### src/rtl/av2_recon_wb_packer_if.sv
// Reconstruction write-back bus bundle.
// Carries the upstream pixel beat stream (s_pix_*) and the frame-buffer
// single-outstanding write request port (fb_wr_*).
//   master : the environment side (pixel producer + frame-buffer controller)
//   slave  : the packer block
interface av2_recon_wb_packer_if #(
    parameter int IN_WIDTH   = 64,
    parameter int DATA_WIDTH = 128,
    parameter int ADDR_WIDTH = 32
);
    logic [IN_WIDTH-1:0]   s_pix_data;
    logic                  s_pix_valid;
    logic                  s_pix_ready;
    logic                  s_pix_last;
    logic [ADDR_WIDTH-1:0] fb_wr_addr;
    logic [DATA_WIDTH-1:0] fb_wr_data;
    logic                  fb_wr_en;
    logic                  fb_wr_done;

    modport master (
        output s_pix_data, s_pix_valid, s_pix_last, fb_wr_done,
        input  s_pix_ready, fb_wr_addr, fb_wr_data, fb_wr_en
    );

    modport slave (
        input  s_pix_data, s_pix_valid, s_pix_last, fb_wr_done,
        output s_pix_ready, fb_wr_addr, fb_wr_data, fb_wr_en
    );
endinterface

### src/rtl/av2_recon_wb_packer.sv
// Reconstruction write-back packer.
// Packs IN_WIDTH pixel beats into DATA_WIDTH frame-buffer words (lane 0 in
// the LSBs), queues them in a small FIFO and issues them as raster-addressed
// single writes, one outstanding at a time.
// Ports:
//   clk, rst_n  : clock, asynchronous active-low reset
//   start       : frame start pulse, honoured only in IDLE
//   base_addr   : frame base byte address, latched on accepted start
//   bus         : pixel stream in + frame-buffer write port (slave side)
//   busy        : high whenever the frame FSM is not IDLE
//   frame_done  : one-cycle pulse after the last word's write completes
//   word_count  : words issued in the current frame
module av2_recon_wb_packer #(
    parameter int DATA_WIDTH = 128,
    parameter int IN_WIDTH   = 64,
    parameter int ADDR_WIDTH = 32,
    parameter int FIFO_DEPTH = 4
) (
    input  logic                  clk,
    input  logic                  rst_n,
    input  logic                  start,
    input  logic [ADDR_WIDTH-1:0] base_addr,
    av2_recon_wb_packer_if.slave  bus,
    output logic                  busy,
    output logic                  frame_done,
    output logic [31:0]           word_count
);
    localparam int R  = DATA_WIDTH / IN_WIDTH;
    localparam int LW = (R > 1) ? $clog2(R) : 1;
    localparam int PW = $clog2(FIFO_DEPTH);
    localparam logic [ADDR_WIDTH-1:0] BPW = ADDR_WIDTH'(DATA_WIDTH / 8);

    typedef enum logic [1:0] {S_IDLE, S_RUN, S_DRAIN, S_DONE} state_t;

    state_t                        r_state, w_state_nxt;
    logic [LW-1:0]                 r_lane;
    logic [R-1:0][IN_WIDTH-1:0]    r_pack, w_pack_nxt;
    logic [DATA_WIDTH-1:0]         r_fifo [FIFO_DEPTH];
    logic [PW-1:0]                 r_wp, r_rp;
    logic [PW:0]                   r_cnt;
    logic                          r_outst;
    logic [ADDR_WIDTH-1:0]         r_base, r_widx, r_wr_addr;
    logic [DATA_WIDTH-1:0]         r_wr_data;
    logic                          r_wr_en;
    logic [31:0]                   r_wcnt;
    logic                          w_full, w_empty, w_start, w_ready;
    logic                          w_acc, w_push, w_pop;

    assign w_full  = (r_cnt == (PW+1)'(FIFO_DEPTH));
    assign w_empty = (r_cnt == '0);
    assign w_start = (r_state == S_IDLE) && start;
    assign w_acc   = w_ready && bus.s_pix_valid;
    // A word closes on its last lane or early on the frame's final beat.
    assign w_push  = w_acc && ((r_lane == LW'(R-1)) || bus.s_pix_last);
    assign w_pop   = !r_outst && !w_empty;

    // Current beat merged into the pack register; pushed as-is on w_push.
    always_comb begin
        w_pack_nxt         = r_pack;
        w_pack_nxt[r_lane] = bus.s_pix_data;
    end

    always_ff @(posedge clk or negedge rst_n) begin
        if (!rst_n) r_state <= S_IDLE;
        else        r_state <= w_state_nxt;
    end

    always_comb begin
        w_state_nxt = r_state;
        busy        = (r_state != S_IDLE);
        frame_done  = 1'b0;
        w_ready     = 1'b0;
        case (r_state)
            S_IDLE:  if (start) w_state_nxt = S_RUN;
            S_RUN: begin
                w_ready = !w_full;
                if (w_acc && bus.s_pix_last) w_state_nxt = S_DRAIN;
            end
            S_DRAIN: if (w_empty && !r_outst) w_state_nxt = S_DONE;
            S_DONE: begin
                frame_done  = 1'b1;
                w_state_nxt = S_IDLE;
            end
            default: w_state_nxt = S_IDLE;
        endcase
    end

    // FIFO storage needs no reset: pointers/count define validity.
    always_ff @(posedge clk) begin
        if (w_push) r_fifo[r_wp] <= w_pack_nxt;
    end

    always_ff @(posedge clk or negedge rst_n) begin
        if (!rst_n) begin
            r_lane    <= '0;
            r_pack    <= '0;
            r_wp      <= '0;
            r_rp      <= '0;
            r_cnt     <= '0;
            r_outst   <= 1'b0;
            r_base    <= '0;
            r_widx    <= '0;
            r_wr_addr <= '0;
            r_wr_data <= '0;
            r_wr_en   <= 1'b0;
            r_wcnt    <= '0;
        end else begin
            r_wr_en <= w_pop;
            if (w_start) begin
                r_base <= base_addr;
                r_lane <= '0;
                r_pack <= '0;
                r_widx <= '0;
                r_wcnt <= '0;
            end else if (w_acc) begin
                if (w_push) begin
                    r_lane <= '0;
                    r_pack <= '0;
                end else begin
                    r_lane <= r_lane + LW'(1);
                    r_pack <= w_pack_nxt;
                end
            end
            if (w_push) r_wp <= r_wp + PW'(1);
            // Issue: address/data held in registers until the next pop,
            // so they stay stable across the whole outstanding window.
            if (w_pop) begin
                r_wr_data <= r_fifo[r_rp];
                r_wr_addr <= r_base + r_widx * BPW;
                r_widx    <= r_widx + ADDR_WIDTH'(1);
                r_wcnt    <= r_wcnt + 32'd1;
                r_rp      <= r_rp + PW'(1);
                r_outst   <= 1'b1;
            end else if (bus.fb_wr_done) begin
                r_outst   <= 1'b0;
            end
            case ({w_push, w_pop})
                2'b10:   r_cnt <= r_cnt + (PW+1)'(1);
                2'b01:   r_cnt <= r_cnt - (PW+1)'(1);
                default: r_cnt <= r_cnt;
            endcase
        end
    end

    assign bus.s_pix_ready = w_ready;
    assign bus.fb_wr_addr  = r_wr_addr;
    assign bus.fb_wr_data  = r_wr_data;
    assign bus.fb_wr_en    = r_wr_en;
    assign word_count      = r_wcnt;
endmodule

### src/flat_wrapper.sv
// flat-port wrapper written by rule: the top's interface ports become plain ports
module av2_recon_wb_packer_flat 
#(
    parameter int DATA_WIDTH = 128,
    parameter int IN_WIDTH   = 64,
    parameter int ADDR_WIDTH = 32,
    parameter int FIFO_DEPTH = 4
)
  (clk, rst_n, start, base_addr, busy, frame_done, word_count, bus_s_pix_data, bus_s_pix_valid, bus_s_pix_last, bus_fb_wr_done, bus_s_pix_ready, bus_fb_wr_addr, bus_fb_wr_data, bus_fb_wr_en);
  av2_recon_wb_packer_if #(.IN_WIDTH(IN_WIDTH), .DATA_WIDTH(DATA_WIDTH), .ADDR_WIDTH(ADDR_WIDTH)) bus_i ();
  input  logic clk;
  input  logic rst_n;
  input  logic start;
  input  logic [ADDR_WIDTH-1:0] base_addr;
  output logic busy;
  output logic frame_done;
  output logic [31:0] word_count;
  input wire logic [$bits(bus_i.s_pix_data)-1:0] bus_s_pix_data;
  input wire logic [$bits(bus_i.s_pix_valid)-1:0] bus_s_pix_valid;
  input wire logic [$bits(bus_i.s_pix_last)-1:0] bus_s_pix_last;
  input wire logic [$bits(bus_i.fb_wr_done)-1:0] bus_fb_wr_done;
  output wire logic [$bits(bus_i.s_pix_ready)-1:0] bus_s_pix_ready;
  output wire logic [$bits(bus_i.fb_wr_addr)-1:0] bus_fb_wr_addr;
  output wire logic [$bits(bus_i.fb_wr_data)-1:0] bus_fb_wr_data;
  output wire logic [$bits(bus_i.fb_wr_en)-1:0] bus_fb_wr_en;
  assign bus_i.s_pix_data = bus_s_pix_data;
  assign bus_i.s_pix_valid = bus_s_pix_valid;
  assign bus_i.s_pix_last = bus_s_pix_last;
  assign bus_i.fb_wr_done = bus_fb_wr_done;
  assign bus_s_pix_ready = bus_i.s_pix_ready;
  assign bus_fb_wr_addr = bus_i.fb_wr_addr;
  assign bus_fb_wr_data = bus_i.fb_wr_data;
  assign bus_fb_wr_en = bus_i.fb_wr_en;
  av2_recon_wb_packer #(.DATA_WIDTH(DATA_WIDTH), .IN_WIDTH(IN_WIDTH), .ADDR_WIDTH(ADDR_WIDTH), .FIFO_DEPTH(FIFO_DEPTH)) u_core (.clk(clk), .rst_n(rst_n), .start(start), .base_addr(base_addr), .bus(bus_i), .busy(busy), .frame_done(frame_done), .word_count(word_count));
endmodule
### config.mk
export PLATFORM = sky130hd
export DESIGN_NAME = av2_recon_wb_packer_flat
export DESIGN_NICKNAME = d
export VERILOG_FILES = /design/src/rtl/av2_recon_wb_packer_if.sv /design/src/rtl/av2_recon_wb_packer.sv /design/src/flat_wrapper.sv
export SDC_FILE = /design/constraint.sdc
export NUM_CORES = 1
export LEC_CHECK = 0
export ABC_AREA = 1
export ABC_CLOCK_PERIOD_IN_PS = 22200
export CAP_MARGIN = 20
export CORE_ASPECT_RATIO = 0.6
export CORE_MARGIN = 5
export CORE_UTILIZATION = 63
export CTS_BUF_LIST = sky130_fd_sc_hd__clkbuf_4 sky130_fd_sc_hd__clkbuf_8 sky130_fd_sc_hd__clkbuf_16
export CTS_CLUSTER_SIZE = 25
export DETAILED_ROUTE_END_ITERATION = 8
export GPL_TIMING_DRIVEN = 0
export PLACE_DENSITY_LB_ADDON = 0.1
export SLEW_MARGIN = 20
export SYNTH_ARGS = -nofsm -noshare
export SYNTH_HDL_FRONTEND = slang
export SYNTH_SLANG_ARGS = --single-unit
### constraint.sdc
create_clock -name clk -period 22.2 [get_ports clk]
set_clock_uncertainty 0.15 [all_clocks]
set_input_delay 4.44 -clock clk [delete_from_list [all_inputs] [get_ports clk]]
set_output_delay 4.44 -clock clk [all_outputs]
set_load 0.01 [all_outputs]
==> out/metrics.csv <==
metric;value;unit
vias;30500;
crit_path_max_incr_delay;0.66;ns
peakVddDrop;0.0000825;V
dpl_worst_slack;14.73;ns
arrival;7.24;ns
cts_buffer_depth;3;
path_cells;clkdlybuf4s50_1 -> nand2_1 -> nand2_1 -> inv_2 -> buf_2 -> clkbuf_1 -> nand2_1 -> o31ai_1;
yosys.area.top_type;edfxtp_1;
synth-edff-count;512;
synthesis.nets;4095;
syn_area_per_cell;9.98;um2
place_congestion;0.969;
syn_area;0.0395;mm2
post-synth-top-count-cell;nand2_1;
portBuffers;297;
clock-sinks;904;
route.detailed.drc;0;
htree_levels;3;
clk_pin_slew;0.07;ns
gr-total-overflow;0;
slew_violations;0;
die_w;333;um
cp_max_fo;10;
synth_seq_cells;904;
grt_first_pass_wirelength;171000;um
grt_max_degree;96;
cp_slowest_cell;nand2_1;
dpl.cell_count;5119;
wirelength;113000;um
fin_nets;4505;
tightest_slew;0.948;ns
synth_ff_type;edfxtp_1;
slew_headroom;0.368;
worst_slack;15.34;ns
whs_path_depth;2;
cp_num_buf_inv;4;
dr.pass1.iters;6;
pin_count;298;
p_per_area;145;mW/mm2
cp_common_cell;nand2_1;
numCtsBuffers;80;
routed_via_density;5.79;
crit_required;22.58;ns
setup_tns;0;ns
min_from;u_core.r_base[3];
drtIter0Drc;3916;
cts_resized;0;
r2r_slack;18.79;ns
synth_cell_types;51;
fillers;4234;
r2r-end;u_core.r_cnt[2];
ys_top_cells_by_area;edfxtp_1, dfrtp_1, nand2_1;
fin_cells;5272;
grt.total_usage;0.329;
ant_nets;0;
cts-root-buf;clkbuf_16;
utilization;0.756;
p_leak;19.4;nW
clock_latency;0.64;ns
ctsHoldBuffers;0;
worstRegToRegCells;12;
maxCapViolCount;0;
hold_class;reg -> reg;
rr_startpoint;u_core.r_cnt[0];
cp_top_family;buffers and inverters;
fmax;0.146;GHz
path_class;in -> reg;
grt_setup_unrepaired;no;
cts_tree;built;
grt_pass1_vias;28600;
min_to;u_core.bus.fb_wr_addr[3];
fp-row-count;71;
min_period;6.86;ns
crit_path_end_kind;flop;
start_util;0.633;
cp-start-kind;primary input;
antenna_found_initial;8;
fin_crit_sh;0.309;
outcome;finished, final reports clean;
syn_inst;3952;
hold_viol_final;0;
drive_gt1_frac;0.0790;
dieHeight;204;um
syn2layout_area_growth;19.5;%
ys_seq_area_frac;0.638;
synthArstFlopShare;0.434;
core_area;0.0624;mm2
dieArea;0.0679;mm2
synth_top_area_share;0.390;
hpwl;81000;um
netlist_top_cells_count;nand2_1, nor2_1, edfxtp_1, dfrtp_1, o21ai_0;
postCtsSetupRepairBufs;0;
yosysWarnings;0;
setup_viol;0;
detail_route.wl_per_cell;21.4;um
-- power by group --
part | leakage [nW] | switching [W] | internal [W]
logic | 8.46 | 0.00182 | 0.000982
clock network | 1.40 | 0.000629 | 0.000863
registers | 9.51 | 0.000248 | 0.00228
-- how the worst max path moves through the flow --
stage	cells after the start	to	slack (ns)	startpoint
3_3_place_gp	1	u_core.bus.fb_wr_data[86]	-1.71	rst_n
4_1_cts	10	u_core.r_fifo[1][68]	15.42	bus_s_pix_valid
6_report	8	u_core.r_pack[39]	15.34	start
3_5_place_dp	10	u_core.r_fifo[1][19]	14.73	bus_s_pix_valid
2_1_floorplan	4	u_core.r_fifo[0][0]	11.31	bus_s_pix_valid
5_1_grt	10	u_core.r_fifo[1][19]	15.34	bus_s_pix_valid
-- through the flow --
| stage | hold WS (ns) | instance area, um2 | total power [W] |
|---|---|---|---|
| final | 0.327 | 47100 | 0.00682 |
| after global routing | 0.341 | 47100 | 0.00718 |
| after CTS | 0.322 | 47100 | 0.00678 |
| after detailed placement | 0.306 | 44300 | 0.00528 |
| after global placement | 0.295 | 43500 | 0.00520 |
| after floorplan | 0.292 | 39500 | 0.00408 |
-- worst min-delay path: stages (launching register included) --
cell,delay [ns]
dfrtp_1,0.35
nand2_1,0.06
nand2_1,0.05
-- registers in the layout (all words and copies together) (netlist names), 2 cells and up --
signal / cells
u_core.r_cnt: 3
u_core.r_state: 2
u_core.r_wp: 2
u_core.r_base: 32
u_core.word_count: 32
u_core.bus.fb_wr_addr: 32
u_core.r_widx: 28
u_core.r_fifo: 512
u_core.r_pack: 128
u_core.bus.fb_wr_data: 128
u_core.r_rp: 2
-- final cells by class --
cell class,instances,area (um2),share of cell area
sequential,904,25200,0.534
multi-input combinational,2548,12200,0.258
timing repair buffer,328,3780,0.0802
clock buffer,113,2360,0.0501
inverter,294,1110,0.0235
tap,839,1050,0.0223
buffer,206,1020,0.0216
clock inverter,35,454,0.00963
antenna,5,12.5,0.000265
-- cells in the final DEF, fill, tap and decap left out, types with 39 or more instances in the layout --
master	instances
clkbuf_1	80
clkbuf_16	82
ha_1	39
nand2_1	841
a21oi_1	43
inv_1	287
and2_1	133
o31ai_1	117
edfxtp_1	512
o21ai_0	308
nand3_1	70
clkdlybuf4s50_1	296
dfrtp_1	392
nor2_1	726
a31oi_1	130
buf_2	103
-- cell families (layout without fill, tap and decap cells) --
group,Yosys count,count (layout),synth area share
buffers and inverters,500,976,0.0537
AOI/OAI and AO/OA,631,631,0.0954
other,0,5,0
muxes,1,1,0.000254
DFF,904,904,0.638
xor gates and xnor gates,26,26,0.00577
adders and majority gates,41,41,0.0134
and+or+nand+nor,1849,1849,0.193
-- routing by layer --
layer / global-route usage / share of wire / vias up / wire, um
met1: 0.506 / 0.43 / 14600 / 48300
met3: 0.0953 / 0.13 / 189 / 14100
met4: 0.0830 / 0.026 / 0 / 2930
met5: 0 / 0 / - / 0
li1: - / - / 14000 / -
met2: 0.467 / 0.42 / 1697 / 47200
Note: power is estimated with default switching activity, not from simulation.
